$ cat src/rtl/phy_tx_pkg.sv
// phy_tx_pkg: symbols, state encoding and helpers shared by the PHY transmit and receive sides.
package phy_tx_pkg;

    localparam logic [7:0] COM = 8'hBC;
    localparam logic [7:0] IDL = 8'h7C;
    localparam int REP_MAX = 256;

    typedef enum logic {TRAIN, ACTIVE} state_t;

    // Callers truncate the result to their own slice width (a multiple of 8, at most REP_MAX).
    function automatic logic [REP_MAX-1:0] rep_byte(input logic [7:0] b);
        return {(REP_MAX/8){b}};
    endfunction

endpackage

$ cat src/rtl/phy_tx_fifo.sv
// phy_tx_fifo: small synchronous word FIFO; push is ignored when full, pop when empty.
module phy_tx_fifo #(
    parameter int W     = 32,
    parameter int DEPTH = 4
) (
    input  logic         clk_32f,
    input  logic         reset,
    input  logic         push,
    input  logic         pop,
    input  logic [W-1:0] din,
    output logic         full,
    output logic         empty,
    output logic [W-1:0] dout
);
    localparam int AW = $clog2(DEPTH);
    localparam int CW = $clog2(DEPTH + 1);

    logic [W-1:0]  mem [DEPTH];
    logic [AW-1:0] wr_ptr, rd_ptr;
    logic [CW-1:0] count;
    logic          do_push, do_pop;

    assign do_push = push & !full;
    assign do_pop  = pop & !empty;
    assign full    = count == CW'(DEPTH);
    assign empty   = count == '0;
    assign dout    = mem[rd_ptr];

    always_ff @(posedge clk_32f or negedge reset)
        if (!reset) begin
            wr_ptr <= '0;
            rd_ptr <= '0;
            count  <= '0;
        end else begin
            if (do_push) wr_ptr <= wr_ptr + 1'b1;
            if (do_pop) rd_ptr <= rd_ptr + 1'b1;
            count <= count + CW'(do_push) - CW'(do_pop);
        end

    always_ff @(posedge clk_32f)
        if (do_push) mem[wr_ptr] <= din;

endmodule

$ cat src/rtl/phy_tx_serializer_n.sv
// phy_tx_serializer_n: buffers words and serialises each across LANES lanes, with a COM
// training phase after reset and IDL fill when no data is queued.
module phy_tx_serializer_n
    import phy_tx_pkg::*;
#(
    parameter int DATA_W      = 32,
    parameter int LANES       = 2,
    parameter int FIFO_DEPTH  = 4,
    parameter int TRAIN_SLOTS = 4
) (
    input  logic              clk_32f,
    input  logic              reset,
    input  logic              valid_in,
    input  logic [DATA_W-1:0] Data_in,
    output logic              ready_out,
    output logic [LANES-1:0]  Data_out,
    output logic              active_out,
    output logic              slot_start
);
    localparam int SLICE_W = DATA_W / LANES;
    localparam int BW      = $clog2(SLICE_W);
    localparam int TW      = $clog2(TRAIN_SLOTS + 1);
    localparam logic [SLICE_W-1:0] COM_W = SLICE_W'(rep_byte(COM));
    localparam logic [SLICE_W-1:0] IDL_W = SLICE_W'(rep_byte(IDL));

    logic [BW-1:0]     bit_cnt;
    logic [TW-1:0]     train_cnt, train_cnt_n;
    state_t            state, state_n;
    logic              boundary, go_active, full, empty, pop;
    logic [DATA_W-1:0] head;

    assign boundary   = bit_cnt == BW'(SLICE_W - 1);
    // The slot loaded once training has run its course is already an ACTIVE slot.
    assign go_active  = state == ACTIVE || train_cnt == TW'(TRAIN_SLOTS);
    assign pop        = boundary & go_active & !empty;
    assign ready_out  = reset & !full;
    assign active_out = state == ACTIVE;

    phy_tx_fifo #(.W(DATA_W), .DEPTH(FIFO_DEPTH)) u_fifo (
        .clk_32f(clk_32f),
        .reset  (reset),
        .push   (valid_in & ready_out),
        .pop    (pop),
        .din    (Data_in),
        .full   (full),
        .empty  (empty),
        .dout   (head)
    );

    always_ff @(posedge clk_32f or negedge reset)
        if (!reset) begin
            state      <= TRAIN;
            train_cnt  <= '0;
            bit_cnt    <= BW'(SLICE_W - 1);
            slot_start <= 1'b0;
        end else begin
            state      <= state_n;
            train_cnt  <= train_cnt_n;
            bit_cnt    <= boundary ? '0 : bit_cnt + 1'b1;
            slot_start <= boundary;
        end

    always_comb begin
        state_n     = state;
        train_cnt_n = train_cnt;
        if (boundary) begin
            if (go_active) state_n = ACTIVE;
            else train_cnt_n = train_cnt + 1'b1;
        end
    end

    for (genvar k = 0; k < LANES; k++) begin : g_lane
        logic [SLICE_W-1:0] sh, load;
        assign load = !go_active ? COM_W : empty ? IDL_W : head[(LANES-k)*SLICE_W-1 -: SLICE_W];
        always_ff @(posedge clk_32f or negedge reset)
            if (!reset) sh <= '0;
            else sh <= boundary ? load : sh << 1;
        assign Data_out[k] = sh[SLICE_W-1];
    end

endmodule

$ cat config.mk
export PLATFORM = sky130hd
export DESIGN_NAME = phy_tx_serializer_n
export DESIGN_NICKNAME = d
export VERILOG_FILES = /design/src/rtl/phy_tx_pkg.sv /design/src/rtl/phy_tx_fifo.sv /design/src/rtl/phy_tx_serializer_n.sv
export SDC_FILE = /design/constraint.sdc
export NUM_CORES = 1
export LEC_CHECK = 0
export BUFFER_PORTS_ARGS = -buffer_cell sky130_fd_sc_hd__buf_2
export CAP_MARGIN = 5
export CORE_ASPECT_RATIO = 1.2
export CORE_MARGIN = 2
export CORE_UTILIZATION = 55
export CTS_BUF_LIST = sky130_fd_sc_hd__clkbuf_16
export CTS_CLUSTER_SIZE = 30
export DETAILED_ROUTE_END_ITERATION = 16
export GPL_ROUTABILITY_DRIVEN = 1
export MAX_ROUTING_LAYER = met4
export PLACE_DENSITY = 0.85
export SLEW_MARGIN = 30
export SYNTH_ARGS = -nofsm -noshare
export SYNTH_HDL_FRONTEND = slang
export SYNTH_HIERARCHICAL = 1
export SYNTH_SLANG_ARGS = --single-unit
$ cat constraint.sdc
create_clock -name clk_32f -period 4.85 [get_ports clk_32f]
set_input_delay 0.485 -clock clk_32f [delete_from_list [all_inputs] [get_ports clk_32f]]
set_output_delay 0.485 -clock clk_32f [all_outputs]
set_load 0.005 [all_outputs]
==> metrics.cfg, run 1 <==
[status]
outcome=finished, final reports clean

[route]
drtIter0Drc=227
wl_met2_um=6250
highest_layer=met4
wire_per_inst_um=19.5
drtPass1Iterations=4
wl_met1_um=4680
drt_wl_total_um=11700
met3WireLength_um=531
drc=0
ant_nets=0
vias_per_cell=5.64
vias=3403

[global_routing]
antenna_found_initial=0
grt_pass1_wl_um=19000
grtUsageTotal_pct=20.0
grt_max_degree=50
grt_pass1_vias=3623
gr-total-overflow=0

[cts]
clockBufferDepth=2
cts_resized=0
path_clk_slew_ns=0.06
root_buffer=clkbuf_16
cts_tree=built
numCtsBuffers=17
clk_latency_ns=0.42
clock_sinks=176
htreeDepth=4
ctsHoldBuffers=0
post_cts_buffers=0

[logic_synthesis]
ys_ff_latch=176
yosys_warnings=6
synth.distinct_cells=40
ys_seq_area_share_pct=73.9
synthFlopType=edfxtp_1
syn_nets=426
netlist_area_um2=6830
syn_avg_cell_area_um2=17.9
netlist_instances=381
synth_edf_count=128
synth-async-reset-ratio_pct=27.3

[place]
dpl-instance-area_um2=7140
place_congestion=0.775
port_buffers=39
dp_hpwl_um=7240
dp_slack_ns=1.70

[finish]
finish.utilization_pct=63.5
drive_gt1_share_pct=26.5
num-fill-cells=814
fin_nets=474
antenna_cells=0
layout_commonest_cell=edfxtp_1
post-route-cell-area_um2=7690
syn2layout_area_growth_pct=12.7
final_cell_mix=edfxtp_1 (128), dfrtp_1 (42), buf_2 (39)

[sta]
tns_ns=0
finalHoldViolCount=0
worst_pin_slew_ns=0.860
finalSetupViolations=0
rsz0062_at_grt=no
fmax_mhz=312
skew_ns=0.00773
layout_setup_ws_ns=1.65
drv_slew=0
post-route-min-period_ns=3.20
slew_headroom_pct=42.7
fin_crit_sh_pct=66.0

[floorplanning]
die_area_um2=13300
initial_core_util_pct=56.4
placementRows=44
coreArea_um2=12100
die_w_um=106
io_pins=40
die_h_um=126

[power_and_ir_drop]
p_leak_nw=2.81
p_total_w=0.00337
worst_ir_drop_vdd_mv=0.318
p_per_area_nw_per_um2=438

[worst_setup_path]
rr_worst_depth=12
worst-endpoint-required_ns=5.15
crit_path_end_kind=flop
crit_type=flop to flop
start_kind=flop
worstPathMaxFanout=7
crit_arrival_ns=3.51

[flow_run]
max-cap-violations=0

[hold_path]
hold_class=input port to async pin

## critical path, stage by stage, from the launching register on
cell and delay, ns:
dfrtp_1 0.47, nor3_1 0.62, inv_1 0.22, nand2_1 0.28, nor2_1 0.10, o31ai_1 0.14
inv_1 0.08, ha_1 0.29, inv_1 0.04, ha_1 0.19, fa_1 0.38, xnor2_1 0.15
xnor2_1 0.13
## synthesized netlist by cell type (all sizes together), types with 2 or more instances
master   number  area share, %
ha            9            1.6
a21oi        23            1.9
nand2b        4           0.37
and3          2           0.18
mux4         32             11
o211ai        2           0.22
buf          12            1.8
inv          11           0.60
dfstp         4            1.5
o21ai        21            1.5
nand3         2           0.22
nor2         35            2.0
dfrtp        44             16
clkbuf        5           0.27
nand2        23            1.3
and3b         4           0.51
edfxtp      128             56
nand4bb       2           0.33
xnor2         5           0.64
## registers in the layout (all words and copies together) (netlist names)
signal,cells
active_out,1
train_cnt,3
u_fifo/mem,128
u_fifo/count,3
slot_start,1
bit_cnt,4
u_fifo/wr_ptr,2
g_lane.sh,32
u_fifo/rd_ptr,2
## area by class of cell
type	instances	area, um2	area share (%)
Timing Repair Buffer	46	248	3.22
Sequential cell	176	5050	65.7
Clock inverter	15	130	1.69
Tap cell	161	201	2.62
Clock buffer	17	425	5.53
Multi-Input combinational cell	176	1590	20.7
Inverter	12	46.3	0.602
## final timing paths
path | slack (ns) | endpoint | startpoint
hold / removal | 0.16 | u_fifo/rd_ptr[1]$_DFFE_PN0P_ | reset
min in group clk_32f | 0.28 | u_fifo/mem[0][25]$_DFFE_PP_ | Data_in[25]
setup reg to reg | 1.65 | u_fifo/count[2]$_DFF_PN0_ | u_fifo/count[1]$_DFF_PN0_
hold reg to reg | 0.46 | g_lane[0].sh[8]$_DFF_PN0_ | g_lane[0].sh[7]$_DFF_PN0_
max in group asynchronous | 4.27 | u_fifo/rd_ptr[0]$_DFFE_PN0P_ | reset
setup / recovery | 1.65 | u_fifo/count[2]$_DFF_PN0_ | u_fifo/count[1]$_DFF_PN0_
## layer usage
metal / GRT usage, % / vias up
met5: - / -
li1: - / 1539
met2: 31.3 / 83
met1: 24.4 / 1758
met3: 5.75 / 23
met4: 8.98 / 0
## cells by family after synthesis
| family | after synthesis | share of synthesized area (%) |
|---|---|---|
| buffers and inverters | 29 | 2.77 |
| AOI/OAI and AO/OA | 50 | 4.05 |
| DFF | 176 | 73.9 |
| xor gates and xnor gates | 6 | 0.770 |
| adders and majority gates | 10 | 1.94 |
| muxes | 33 | 11.0 |
| and+or+nand+nor | 77 | 5.53 |
## through the flow
stage	std cells	hold slack, ns
global placement	571	0.438
floorplan	381	0.189
finish	603	0.159
detailed placement	571	0.441
global route	603	0.207
CTS	603	0.166
## power breakdown
part	internal, W	switching [W]
combinational	0.000108	0.000162
sequential	0.00177	0.0000665
clock	0.000713	0.000553
total	0.00259	0.000781
Note: power is estimated with default switching activity, not from simulation.
==> inputs of run 2 (changes only) <==
--- a/config.mk
+++ b/config.mk
@@ -9,13 +9,13 @@
 export CAP_MARGIN = 5
 export CORE_ASPECT_RATIO = 1.2
 export CORE_MARGIN = 2
-export CORE_UTILIZATION = 55
+export CORE_UTILIZATION = 54
 export CTS_BUF_LIST = sky130_fd_sc_hd__clkbuf_16
 export CTS_CLUSTER_SIZE = 30
 export DETAILED_ROUTE_END_ITERATION = 16
 export GPL_ROUTABILITY_DRIVEN = 1
 export MAX_ROUTING_LAYER = met4
-export PLACE_DENSITY = 0.85
+export PLACE_DENSITY = 0.87
 export SLEW_MARGIN = 30
 export SYNTH_ARGS = -nofsm -noshare
 export SYNTH_HDL_FRONTEND = slang
==> constraint.sdc (replaced) <==
create_clock -name clk_32f -period 2.91 [get_ports clk_32f]
set_input_delay 0.291 -clock clk_32f [delete_from_list [all_inputs] [get_ports clk_32f]]
set_output_delay 0.291 -clock clk_32f [all_outputs]
set_load 0.005 [all_outputs]
==> run 2 against run 1 <==
Compared with the run above:
- sequential power increased by 67%
- global-route usage is 1.2 points higher
- setup slack lost 1.6 ns
- non-clock buffer count increased by 8
- highest routed layer unchanged
- largest cell class unchanged
- critical path depth up 1
- critical path type unchanged
- die area up 1.8%
- final cell count is 1.8% higher
- first-iteration DRC count increased by 85%
==> metrics.cfg, run 2 (synthesized netlist as in run 1, its figures left out) <==
[sta]
finalHoldViolCount=0
drv_slew=0
slew_headroom_pct=42.2
worst_pin_slew_ns=0.866
skew_ns=0.00758
whs_ns=0.0806
layout_setup_ws_ns=0.0716
finalSetupViolations=0
post-route-min-period_ns=2.84
fmax_mhz=352
fin_crit_sh_pct=97.5

[flow_run]
max-cap-violations=0

[finish]
top_register=u_fifo/mem
fin_nets=482
num-fill-cells=829
syn2layout_area_growth_pct=14.0
finish.utilization_pct=62.3
final_cell_mix=edfxtp_1 (128), dfrtp_1 (43), buf_2 (39)
reg_top3=u_fifo/mem x128, g_lane.sh x32, bit_cnt x4
layout_commonest_cell=edfxtp_1
antenna_cells=0
largest_reg_flops=128
drive_gt1_share_pct=27.6

[hold_path]
whs_path_depth=1
hold_class=input port to flop
worstHoldStart=Data_in[4]
holdPathEnd=u_fifo/mem[2][4]$_DFFE_PP_

[power_and_ir_drop]
p_leak_nw=2.84
p_per_area_nw_per_um2=724
worst_ir_drop_vdd_mv=0.460

[route]
vias_per_cell=5.79
vias=3558
ant_nets=0
drtPass1Iterations=4
drtIter0Drc=421
drc=0
drt_wl_total_um=13000
wire_per_inst_um=21.1

[worst_setup_path]
rrSetupSlack_ns=0.07
rr_endpoint=u_fifo/count[2]$_DFF_PN0_
start_kind=flop
crit_type=flop to flop
worst-endpoint-required_ns=3.24
worstPathMaxFanout=5
rr_worst_depth=13
regToRegStartpoint=train_cnt[0]$_DFFE_PN0P_
crit_arrival_ns=3.17
crit_path_end_kind=flop
crit_start=train_cnt[0]$_DFFE_PN0P_

[cts]
htreeDepth=4
cts_tree=built
clockBufferDepth=2
path_clk_slew_ns=0.06
clk_latency_ns=0.43
clock_sinks=176
root_buffer=clkbuf_16
numCtsBuffers=17

[global_routing]
grt_pass1_vias=3787
gr-total-overflow=0
grtUsageTotal_pct=21.2
grt_pass1_wl_um=20400
antenna_found_initial=0
grt_max_degree=49

[floorplanning]
placementRows=45
die_h_um=127
initial_core_util_pct=54.6
coreArea_um2=12500
die_area_um2=13600
die_w_um=107
io_pins=40

[place]
port_buffers=39
dp_hpwl_um=7430
dp_slack_ns=0.312
place_congestion=0.793

[status]
outcome=finished, final reports clean

[run 2: cell count changes in the layout (fill, tap and decap cells not counted), sizes merged]
cell,delta
buf,+7
clkinv,+3
clkinvlp,+5
dlygate4sd3,+1
inv,-8
[run 2: area by class of cell]
class                      count  area, um2  area share (%)
clock buffer                  17        425            5.46
clock inverter                15        124            1.59
inverter                      12       46.3           0.595
multi-input combinational    176       1600            20.5
sequential                   176       5050            64.9
tap                          164        205            2.64
timing repair buffer          54        335            4.31
[run 2: critical path: stages, from the launching register on]
cell and delay [ns]:
dfrtp_1 0.40, inv_1 0.07, ha_1 0.27, a21o_1 0.24
nand2_1 0.12, nor2_1 0.07, o31ai_1 0.10, inv_1 0.13
ha_1 0.32, inv_1 0.06, ha_1 0.20, fa_1 0.41
xnor2_2 0.16, xnor2_1 0.19
[run 2: worst max-delay path by stage]
stage	depth (start not counted)	slack [ns]	to
6_report	13	0.07	u_fifo/count[2]$_DFF_PN0_
5_1_grt	13	-0.03	u_fifo/count[2]$_DFF_PN0_
4_1_cts	13	0.08	u_fifo/count[2]$_DFF_PN0_
3_5_place_dp	13	0.31	u_fifo/count[2]$_DFF_PN0_
3_3_place_gp	13	0.46	u_fifo/count[2]$_DFF_PN0_
2_1_floorplan	12	0.28	u_fifo/count[2]$_DFF_PN0_
[run 2: power breakdown]
group,switching (W),internal (W)
Clock,0.000917,0.00117
Sequential,0.000119,0.00294
Combinational,0.000291,0.000201
Total,0.00133,0.00431
[run 2: timing repair]
| item | CTS | global route |
|---|---|---|
| gates resized for setup | 0 | 1 |
| buffers inserted | 0 | 2 |
| hold buffers | 1 | 0 |
| endpoints found under the setup margin | 0 | 1 |
| endpoints found under the hold margin | 3 | 0 |
[run 2: routing by layer]
layer	share of wire (%)	wire length, um	track usage [%]	vias to the layer above
met5	0	0	-	-
met4	3.6	466	10.9	0
met3	5.9	767	5.10	44
met2	51	6670	33.7	147
met1	39	5080	25.4	1808
li1	-	-	-	1559
[run 2: through the flow]
stage	cells	area, um2	TNS [ns]	power (W)
global route	614	7780	-0.0267	0.00582
finish	614	7780	0	0.00564
detailed placement	579	7200	0	0.00356
global placement	579	7200	0	0.00352
floorplan	381	6830	0	0.00335
CTS	612	7760	0	0.00565
==> inputs of run 3 (changes only) <==
--- a/config.mk
+++ b/config.mk
@@ -8,14 +8,13 @@
 export BUFFER_PORTS_ARGS = -buffer_cell sky130_fd_sc_hd__buf_2
 export CAP_MARGIN = 5
 export CORE_ASPECT_RATIO = 1.2
-export CORE_MARGIN = 2
-export CORE_UTILIZATION = 54
+export CORE_UTILIZATION = 55
 export CTS_BUF_LIST = sky130_fd_sc_hd__clkbuf_16
 export CTS_CLUSTER_SIZE = 30
 export DETAILED_ROUTE_END_ITERATION = 16
 export GPL_ROUTABILITY_DRIVEN = 1
 export MAX_ROUTING_LAYER = met4
-export PLACE_DENSITY = 0.87
+export PLACE_DENSITY = 0.85
 export SLEW_MARGIN = 30
 export SYNTH_ARGS = -nofsm -noshare
 export SYNTH_HDL_FRONTEND = slang
==> constraint.sdc (replaced) <==
create_clock -name clk_32f -period 3.5 [get_ports clk_32f]
set_input_delay 0.35 -clock clk_32f [delete_from_list [all_inputs] [get_ports clk_32f]]
set_output_delay 0.35 -clock clk_32f [all_outputs]
set_load 0.005 [all_outputs]
==> run 3 against run 2 <==
Compared with the run above:
- first-iteration DRC count fell by 34%
- combinational power fell by 18%
- fmax fell by 4.9%
- clock-buffer cell count did not move
- final cell count fell by 1.1%
==> metrics.cfg, run 3 (synthesized netlist as in run 1, its figures left out) <==
[floorplanning]
die_w_um=104
io_pins=40
coreArea_um2=12100
die_h_um=124
die_area_um2=12900
initial_core_util_pct=56.4
placementRows=44

[worst_setup_path]
rr_worst_depth=13
worst-endpoint-required_ns=3.85
rrSetupSlack_ns=0.51
crit_type=flop to flop
rr_endpoint=u_fifo/count[2]$_DFF_PN0_
start_kind=flop
crit_path_end_kind=flop
worstPathMaxFanout=7
crit_arrival_ns=3.33
regToRegStartpoint=u_fifo/count[1]$_DFF_PN0_

[cts]
clockBufferDepth=2
numCtsBuffers=17
clock_sinks=176
post_cts_buffers=0
clk_latency_ns=0.42
ctsHoldBuffers=0
htreeDepth=4
cts_resized=0
root_buffer=clkbuf_16
cts_tree=built
path_clk_slew_ns=0.07

[sta]
rsz0062_at_grt=no
finalHoldViolCount=0
post-route-min-period_ns=2.99
finalSetupViolations=0
worst_pin_slew_ns=0.835
skew_ns=0.00776
fmax_mhz=335
slew_headroom_pct=44.4
fin_crit_sh_pct=85.3
tns_ns=0
drv_slew=0

[route]
drtIter0Drc=277
ant_nets=0
vias_per_cell=5.84
vias=3546
drc=0
drtPass1Iterations=6
drt_wl_total_um=12600
wire_per_inst_um=20.8

[power_and_ir_drop]
p_per_area_nw_per_um2=609
p_clk_share_pct=37.6
p_seq_share_pct=53.8
p_leak_nw=2.82
worst_ir_drop_vdd_mv=0.364
combPwrFrac_pct=8.6
p_int_w=0.00360
p_sw_w=0.00112
sw_frac_of_total_pct=23.7
p_total_w=0.00471

[place]
dp_hpwl_um=7240
place_congestion=0.783
port_buffers=39
dpl-instance-area_um2=7180
placed_cells=575

[global_routing]
antenna_found_initial=0
grt_pass1_vias=3746
gr-total-overflow=0
grt_pass1_wl_um=19900
grtUsageTotal_pct=22.1
grt_max_degree=49

[finish]
final_cell_mix=edfxtp_1 (128), dfrtp_1 (42), buf_2 (39)
fin_nets=478
largest_reg_flops=128
top_register=u_fifo/mem
layout_commonest_cell=edfxtp_1
post-route-cell-area_um2=7740
reg_top3=u_fifo/mem x128, g_lane.sh x32, bit_cnt x4
antenna_cells=0
finish.utilization_pct=63.9
drive_gt1_share_pct=27.4
stdcell_count=607
syn2layout_area_growth_pct=13.4

[status]
outcome=finished, final reports clean

[hold_path]
hold_class=input port to async pin

[flow_run]
max-cap-violations=0

## run 3: cell type report
| class | instances | area [um2] |
|---|---|---|
| clock buffers | 17 | 425 |
| clock inverters | 15 | 135 |
| fillers | 810 | 4370 |
| inverters | 12 | 46.3 |
| multi-input cells | 176 | 1590 |
| flip-flops and latches | 176 | 5050 |
| well taps | 161 | 201 |
| repair buffers | 50 | 290 |
## run 3: metal layers
layer	vias up	global-route usage, %	share of wire [%]
li1	1559	-	-
met1	1806	25.3	39
met2	138	36.4	52
met3	43	5.81	5.3
met4	0	11.8	3.7
met5	-	-	0
## run 3: how the worst max path moves through the flow
| stage | start | to | slack [ns] | cells after the start |
|---|---|---|---|---|
| final | u_fifo/count[1]$_DFF_PN0_ | u_fifo/count[2]$_DFF_PN0_ | 0.51 | 13 |
| after global routing | u_fifo/count[1]$_DFF_PN0_ | u_fifo/count[2]$_DFF_PN0_ | 0.38 | 13 |
| after detailed placement | u_fifo/count[1]$_DFF_PN0_ | u_fifo/count[2]$_DFF_PN0_ | 0.75 | 13 |
| after CTS | u_fifo/count[1]$_DFF_PN0_ | u_fifo/count[2]$_DFF_PN0_ | 0.55 | 13 |
| after global placement | u_fifo/count[1]$_DFF_PN0_ | u_fifo/count[2]$_DFF_PN0_ | 0.90 | 13 |
| after floorplan | u_fifo/count[1]$_DFF_PN0_ | u_fifo/count[2]$_DFF_PN0_ | 0.87 | 12 |
## run 3: critical path, stage by stage, from the launching register on
cell	delay [ns]
dfrtp_1	0.47
nor3_1	0.26
buf_4	0.19
inv_1	0.10
nand2_1	0.26
nor2_1	0.10
o31ai_1	0.14
inv_1	0.10
ha_1	0.30
inv_1	0.05
ha_1	0.18
fa_1	0.38
xnor2_1	0.22
xnor2_1	0.14
## run 3: per-stage QoR
step                      setup slack, ns  hold WS [ns]
after global routing                0.385         0.108
after global placement              0.896         0.442
final                               0.514        0.0402
after detailed placement            0.755         0.441
after CTS                           0.552        0.0658
after floorplan                     0.871        0.0544
## run 3: power by group through the flow
stage	Clock (W)	Combinational, W	Sequential (W)
final	0.00177	0.000404	0.00254
after floorplan	0	0.000237	0.00255
after global routing	0.00188	0.000438	0.00255
after detailed placement	0	0.000401	0.00257
after global placement	0	0.000373	0.00256
after CTS	0.00179	0.000409	0.00254
